## src/rtl/fifo_vr.sv

```systemverilog
// fifo_vr -- flip-flop FIFO with valid/ready handshakes on both sides.
//
// Works for any DEPTH >= 2, including non-power-of-two depths. Pointers wrap
// explicitly at DEPTH-1, so there is no power-of-two assumption.
// The read port is show-ahead: rd_data always presents the head-of-queue
// word, taken combinationally from registered storage.
//
// Optional feature (compile-time macro FIFO_BYPASS_EN):
//   When the FIFO is empty and wr_valid is high, the incoming word is
//   presented on the read port in the same cycle. If the consumer takes it,
//   it is never stored. This adds a combinational wr_data -> rd_data path.
//   Without the macro, a written word becomes visible one cycle after it is
//   written.
//
// Ports:
//   clk           in   single clock, rising edge
//   rst           in   synchronous active-high reset
//   wr_valid      in   producer has a word on wr_data
//   wr_ready      out  FIFO accepts a word this cycle (~full & ~rst)
//   wr_data       in   write word, WIDTH bits
//   rd_valid      out  rd_data holds the oldest word
//   rd_ready      in   consumer takes rd_data this cycle
//   rd_data       out  head-of-queue word, '0 when rd_valid is low
//   level         out  number of stored words
//   almost_full   out  level >= AF_THRESH
//   almost_empty  out  level <= AE_THRESH

module fifo_vr #(
  parameter int WIDTH     = 32,
  parameter int DEPTH     = 10,
  parameter int AF_THRESH = 8,
  parameter int AE_THRESH = 2
) (
  input  logic                       clk,
  input  logic                       rst,
  input  logic                       wr_valid,
  output logic                       wr_ready,
  input  logic [WIDTH-1:0]           wr_data,
  output logic                       rd_valid,
  input  logic                       rd_ready,
  output logic [WIDTH-1:0]           rd_data,
  output logic [$clog2(DEPTH+1)-1:0] level,
  output logic                       almost_full,
  output logic                       almost_empty
);

  localparam int PW = $clog2(DEPTH);
  localparam int LW = $clog2(DEPTH + 1);

  logic [WIDTH-1:0] mem [DEPTH];
  logic [PW-1:0]    wr_ptr;
  logic [PW-1:0]    rd_ptr;
  logic [LW-1:0]    level_q;

  logic full;
  logic not_empty;
  logic wr_fire;
  logic pass_through;
  logic store;
  logic pop;

  assign full      = (level_q == LW'(DEPTH));
  assign not_empty = (level_q != '0);
  assign wr_ready  = ~full & ~rst;
  assign wr_fire   = wr_valid & wr_ready;

`ifdef FIFO_BYPASS_EN
  logic bypass;

  // Bypass is only offered when the write would be accepted, so nothing is
  // presented on the read side while the FIFO is being reset.
  assign bypass       = wr_fire & ~not_empty;
  assign pass_through = bypass & rd_ready;
  assign rd_valid     = not_empty | bypass;

  always_comb begin
    rd_data = '0;
    if (not_empty) begin
      rd_data = mem[rd_ptr];
    end else if (bypass) begin
      rd_data = wr_data;
    end
  end
`else
  assign pass_through = 1'b0;
  assign rd_valid     = not_empty;
  assign rd_data      = not_empty ? mem[rd_ptr] : '0;
`endif

  // A word consumed straight through the bypass neither fills nor drains
  // storage; a stored word can only be popped when storage is non-empty.
  assign store = wr_fire & ~pass_through;
  assign pop   = rd_ready & not_empty;

  function automatic logic [PW-1:0] ptr_inc(input logic [PW-1:0] p);
    return (p == PW'(DEPTH - 1)) ? '0 : p + PW'(1);
  endfunction

  always_ff @(posedge clk) begin
    if (store) begin
      mem[wr_ptr] <= wr_data;
    end
  end

  always_ff @(posedge clk) begin
    if (rst) begin
      wr_ptr  <= '0;
      rd_ptr  <= '0;
      level_q <= '0;
    end else begin
      if (store) begin
        wr_ptr <= ptr_inc(wr_ptr);
      end
      if (pop) begin
        rd_ptr <= ptr_inc(rd_ptr);
      end
      case ({store, pop})
        2'b10:   level_q <= level_q + LW'(1);
        2'b01:   level_q <= level_q - LW'(1);
        default: level_q <= level_q;
      endcase
    end
  end

  assign level        = level_q;
  assign almost_full  = (level_q >= LW'(AF_THRESH));
  assign almost_empty = (level_q <= LW'(AE_THRESH));

endmodule

```

## config.mk

```make
export PLATFORM = sky130hd
export DESIGN_NAME = fifo_vr
export DESIGN_NICKNAME = d
export VERILOG_FILES = /design/src/rtl/fifo_vr.sv
export SDC_FILE = /design/constraint.sdc
export NUM_CORES = 1
export LEC_CHECK = 0
export ABC_AREA = 1
export CAP_MARGIN = 20
export CORE_MARGIN = 1.5
export CORE_UTILIZATION = 64
export CTS_CLUSTER_SIZE = 28
export DETAILED_ROUTE_END_ITERATION = 12
export PLACE_DENSITY = 0.84
export SETUP_SLACK_MARGIN = 0.2
export SLEW_MARGIN = 10
export SYNTH_ARGS = -nofsm -noshare
export SYNTH_HDL_FRONTEND = slang
export SYNTH_SLANG_ARGS = --single-unit
```

## constraint.sdc

```tcl
create_clock -name clk -period 12.89 [get_ports clk]
set_input_delay 2.578 -clock clk [delete_from_list [all_inputs] [get_ports clk]]
set_output_delay 2.578 -clock clk [all_outputs]
set_load 0.005 [all_outputs]
```

# == Word-level counts from Yosys, hierarchy flattened ==
# Memories as Yosys holds them, arrays and structs flattened. A register that Yosys moved wholly into a read port is not among the register bits.
# Index checks and enable logic that the tools add are counted.
# word_totals
out_inout_bits,40
memories,1
ram_bits,320
regBits,12
input_bits,36
# mem_list
memory,words,word_bits,read_ports,rd_clocked_by_memory_dff,wr,line,rtl
mem,10,32,1,1,1,50,logic [WIDTH-1:0] mem [DEPTH];
# op_classes
reduce_logical,2
n_eq_ne,5
order_cmp,2
n_bitwise,5
n_mux,8
add_sub_neg,4
# op_table
op,n
$mux W32,1
$mux W4,4
$add A4 B1 Y4 const B,3
$eq A4 B4 Y1 const B,3
$pmux W4 S2,1
$ge A4 B4 Y1 const B,1
$le A4 B2 Y1 const B,1
$reduce_bool A4 Y1,1
$sub A4 B1 Y4 const B,1
$and A1 B1 Y1,3
$eq A2 B1 Y1 const B,1
$eq A2 B2 Y1 const B,1
$mux W1,2
$not A1 Y1,2
$reduce_bool A2 Y1,1

# == Depth between registers and ports, before layout ==
# depth
word_depth,6
depth_mapped,14

# == Worst setup path before layout ==
# Ideal clock, no wire load.
# synth_timing
path_type,in2reg
from,input rst
to,memory mem[0][0] (enable)
path_stages,5
setup_ns,0.461
setup_slack_ns,7.040
t_arrival_ns,5.389
path_cell_list,buf_2 inv_1 nand3_1 buf_2 nor3_1
# synth_via
elab_chain_cells,5
# synth_lines
item,line,rtl
start: declaration,35,"input logic rst,"
$not A1 Y1,64,assign wr_ready = ~full & ~rst;
$and A1 B1 Y1,64,
$and A1 B1 Y1,65,assign wr_fire = wr_valid & wr_ready;
$mux W1,100,if (store) begin
$mux W1 (not written as such),101,mem[wr_ptr] <= wr_data;
end: declaration,50,
# No other way between the ends.

# == Worst setup path in the final report ==
# layout_timing
from,input rst
to,output wr_ready
# layout_via
elab_chain_cells,2
# layout_lines
item,line,rtl
$not A1 Y1,64,
$and A1 B1 Y1,64,
end: declaration,37,"output logic wr_ready,"
# No other way between the ends.

==> reports/results.tsv <==
metric	value	unit
status	complete, no violations	
antenna_found_initial	0	
layout-drive-gt1-share	5.802	%
skew	0.02338	ns
fillers	1278	
preCtsSetupSlack	6.438	ns
finalNetCount	1259	
p_total	2.800	mW
synth_largest_area_cell	edfxtp_1	
met1_usage	34.62	%
insertion_delay	0.52	ns
initial_core_util	65.63	%
path_clk_slew	0.06	ns
avgSynthCellArea	11.94	um2
rsz0062_at_grt	false	
synthToLayoutAreaGrowth	14.45	%
setup_viol_count_final	0	
worstPathArrival	3.90	ns
grt.busiest_layer	met2	
worstSetupPathType	in2out	
drt_first_iter_violations	980	
layoutNonFillerInstCount	1516	
rows	53	
slew_viol_final	0	
syn-num-nets	1198	
firstDrtPassIters	5	
slew_headroom	26.08	%
grtUsageTotal	26.61	%
synth.area.top_cells	edfxtp_1 (69%), nand2_1 (5.0%), inv_1 (4.9%), o211ai_1 (4.9%), a21oi_1 (4.0%)	
cts_hold_buf	0	
path_max_fanout	8	
use_met3	4.817	%
overflow	0	
use_met2	45.07	%
die_y	150.1	um
boundaryPins	76	
cts_resized	0	
ant_nets	0	
clock-sinks	336	
htreeDepth	2	
die_area	22520	um2
post-route-min-period	6.481	ns
period_share	50.28	%
setup_tns	0	ns
crit_path_start_kind	primary input	
hold_viol	0	
maxCapViolations	0	
ys_seq_area_share	71.75	%
wl_per_cell	19.18	um
ys_ff_latch	336	
via_per_inst	5.898	
dp_cells	1458	
coreArea	21090	um2
cts-root-buf	clkbuf_16	
grt_pass1_wl	45.19	mm
worst_slew_pin_slew	1.109	ns
synth_top_area_share	69.43	%
num_antenna_cells	0	
grt_max_degree	123	
crit_path_end_kind	primary output	
routed_wl	29.08	mm
p_per_area	176.8	nW/um2
ir_drop	226.0	uV
hold_path_class	reg2reg	
cts_tree	done	
required	10.31	ns
cts_inserted_buffers	34	
cts_setup_buffers	0	
drc	0	
fin_ws	6.409	ns
die_x	150.1	um
fmax	154.3	MHz
num_vias	8941	
cts_buffer_depth	3	
yosys_warnings	0	
gp_congestion	0.7695	
leakage	5.815	nW
grt_pass1_vias	8938	
dpl.hpwl	15.34	mm
synth_area	13840	um2
io_buffers	75	
synth_cell_types	23	
syn-instance-count	1159	
==> worst max-delay path, stage by stage <==
cell             delay [ns]
clkdlybuf4s50_1        0.55
a31oi_1                0.24
clkdlybuf4s50_1        0.53
==> Yosys cell counts, drive strengths merged <==
master / instances
nand4: 1
nand2: 183
edfxtp: 320
ha: 3
clkinv: 1
o21ai: 76
inv: 183
nand3: 77
nor3: 5
dfxtp: 16
xnor2: 2
buf: 43
o211ai: 91
clkbuf: 24
xor2: 1
nor2: 21
a31oi: 1
a21oi: 111
==> cell families (layout without fill, tap and decap cells) <==
logic type	count (synthesis)	count (layout)	synth area share, %
flip-flops	336	336	71.75
AO/OA/AOI/OAI	279	279	11.74
buffers and inverters	251	333	7.468
AND/OR/NAND/NOR	287	287	8.580
XOR/XNOR	3	3	0.1899
adder cells (fa/ha/maj)	3	3	0.2713
==> power breakdown <==
group          switching (mW)  total, mW  leakage [nW]  internal [mW]
clock network           0.385      0.926         0.505          0.541
logic                   0.338      0.611          2.29          0.273
registers              0.0461       1.26          3.02           1.22
total                   0.769       2.80          5.81           2.03
==> final timing paths <==
path / cells after the start / from / slack, ns / to
min reg2reg: 2 / rd_ptr[0] / 0.50 / flop
min: 2 / rd_ptr[0] / 0.50 / flop
max reg2reg: 13 / level[0] / 9.70 / level[2]
max: 3 / rst / 6.41 / wr_ready
==> cell usage in the layout, fill, tap and decap left out <==
| cell type | instances |
|---|---|
| edfxtp_1 | 320 |
| nand2_1 | 183 |
| inv_1 | 182 |
| a21oi_1 | 111 |
| o211ai_1 | 91 |
| nand3_1 | 76 |
| o21ai_0 | 76 |
| clkdlybuf4s50_1 | 75 |
| clkbuf_16 | 37 |
| nor2_1 | 16 |
| buf_4 | 16 |
| dfxtp_1 | 14 |
| clkbuf_1 | 10 |
| clkinv_1 | 7 |
| nor2_4 | 5 |
| nor3_2 | 5 |
| ha_1 | 3 |
| xnor2_1 | 2 |
| dfxtp_4 | 2 |
| clkinv_2 | 2 |
| nand3_2 | 1 |
| inv_2 | 1 |
| a31oi_1 | 1 |
| xor2_1 | 1 |
| nand4_1 | 1 |
| bufinv_16 | 1 |
| inv_8 | 1 |
| buf_12 | 1 |
==> area by class of cell <==
class,instances,area [um2],area share [%]
clock buffers,47,963.4,6.083
clock inverters,10,73.82,0.4661
inverters,184,690.7,4.361
multi-input cells,572,2939,18.56
flip-flops and latches,336,9937,62.74
well taps,275,344.1,2.172
repair buffers,92,890.9,5.624
==> per-stage QoR <==
step | util (%) | hold WS [ns] | instance area, um2
global placement | 70.10 | 0.4742 | 14780
global route | 75.11 | 0.5123 | 15840
detailed placement | 70.10 | 0.4820 | 14780
finish | 75.11 | 0.5013 | 15840
floorplan | - | 0.4670 | 13840
CTS | 75.01 | 0.4941 | 15820
==> flip-flops by register name, indices dropped and copies added, names as in the netlist, named ones only <==
signal  count
rd_ptr      4
level       4
mem       320
wr_ptr      4
==> routing by layer <==
metal,part of all wire [%],wire (um)
met5,0,0
met4,2.8,809
met3,7.4,2161
met2,51,14790
met1,39,11320
Power figures use the tool's default switching activity.
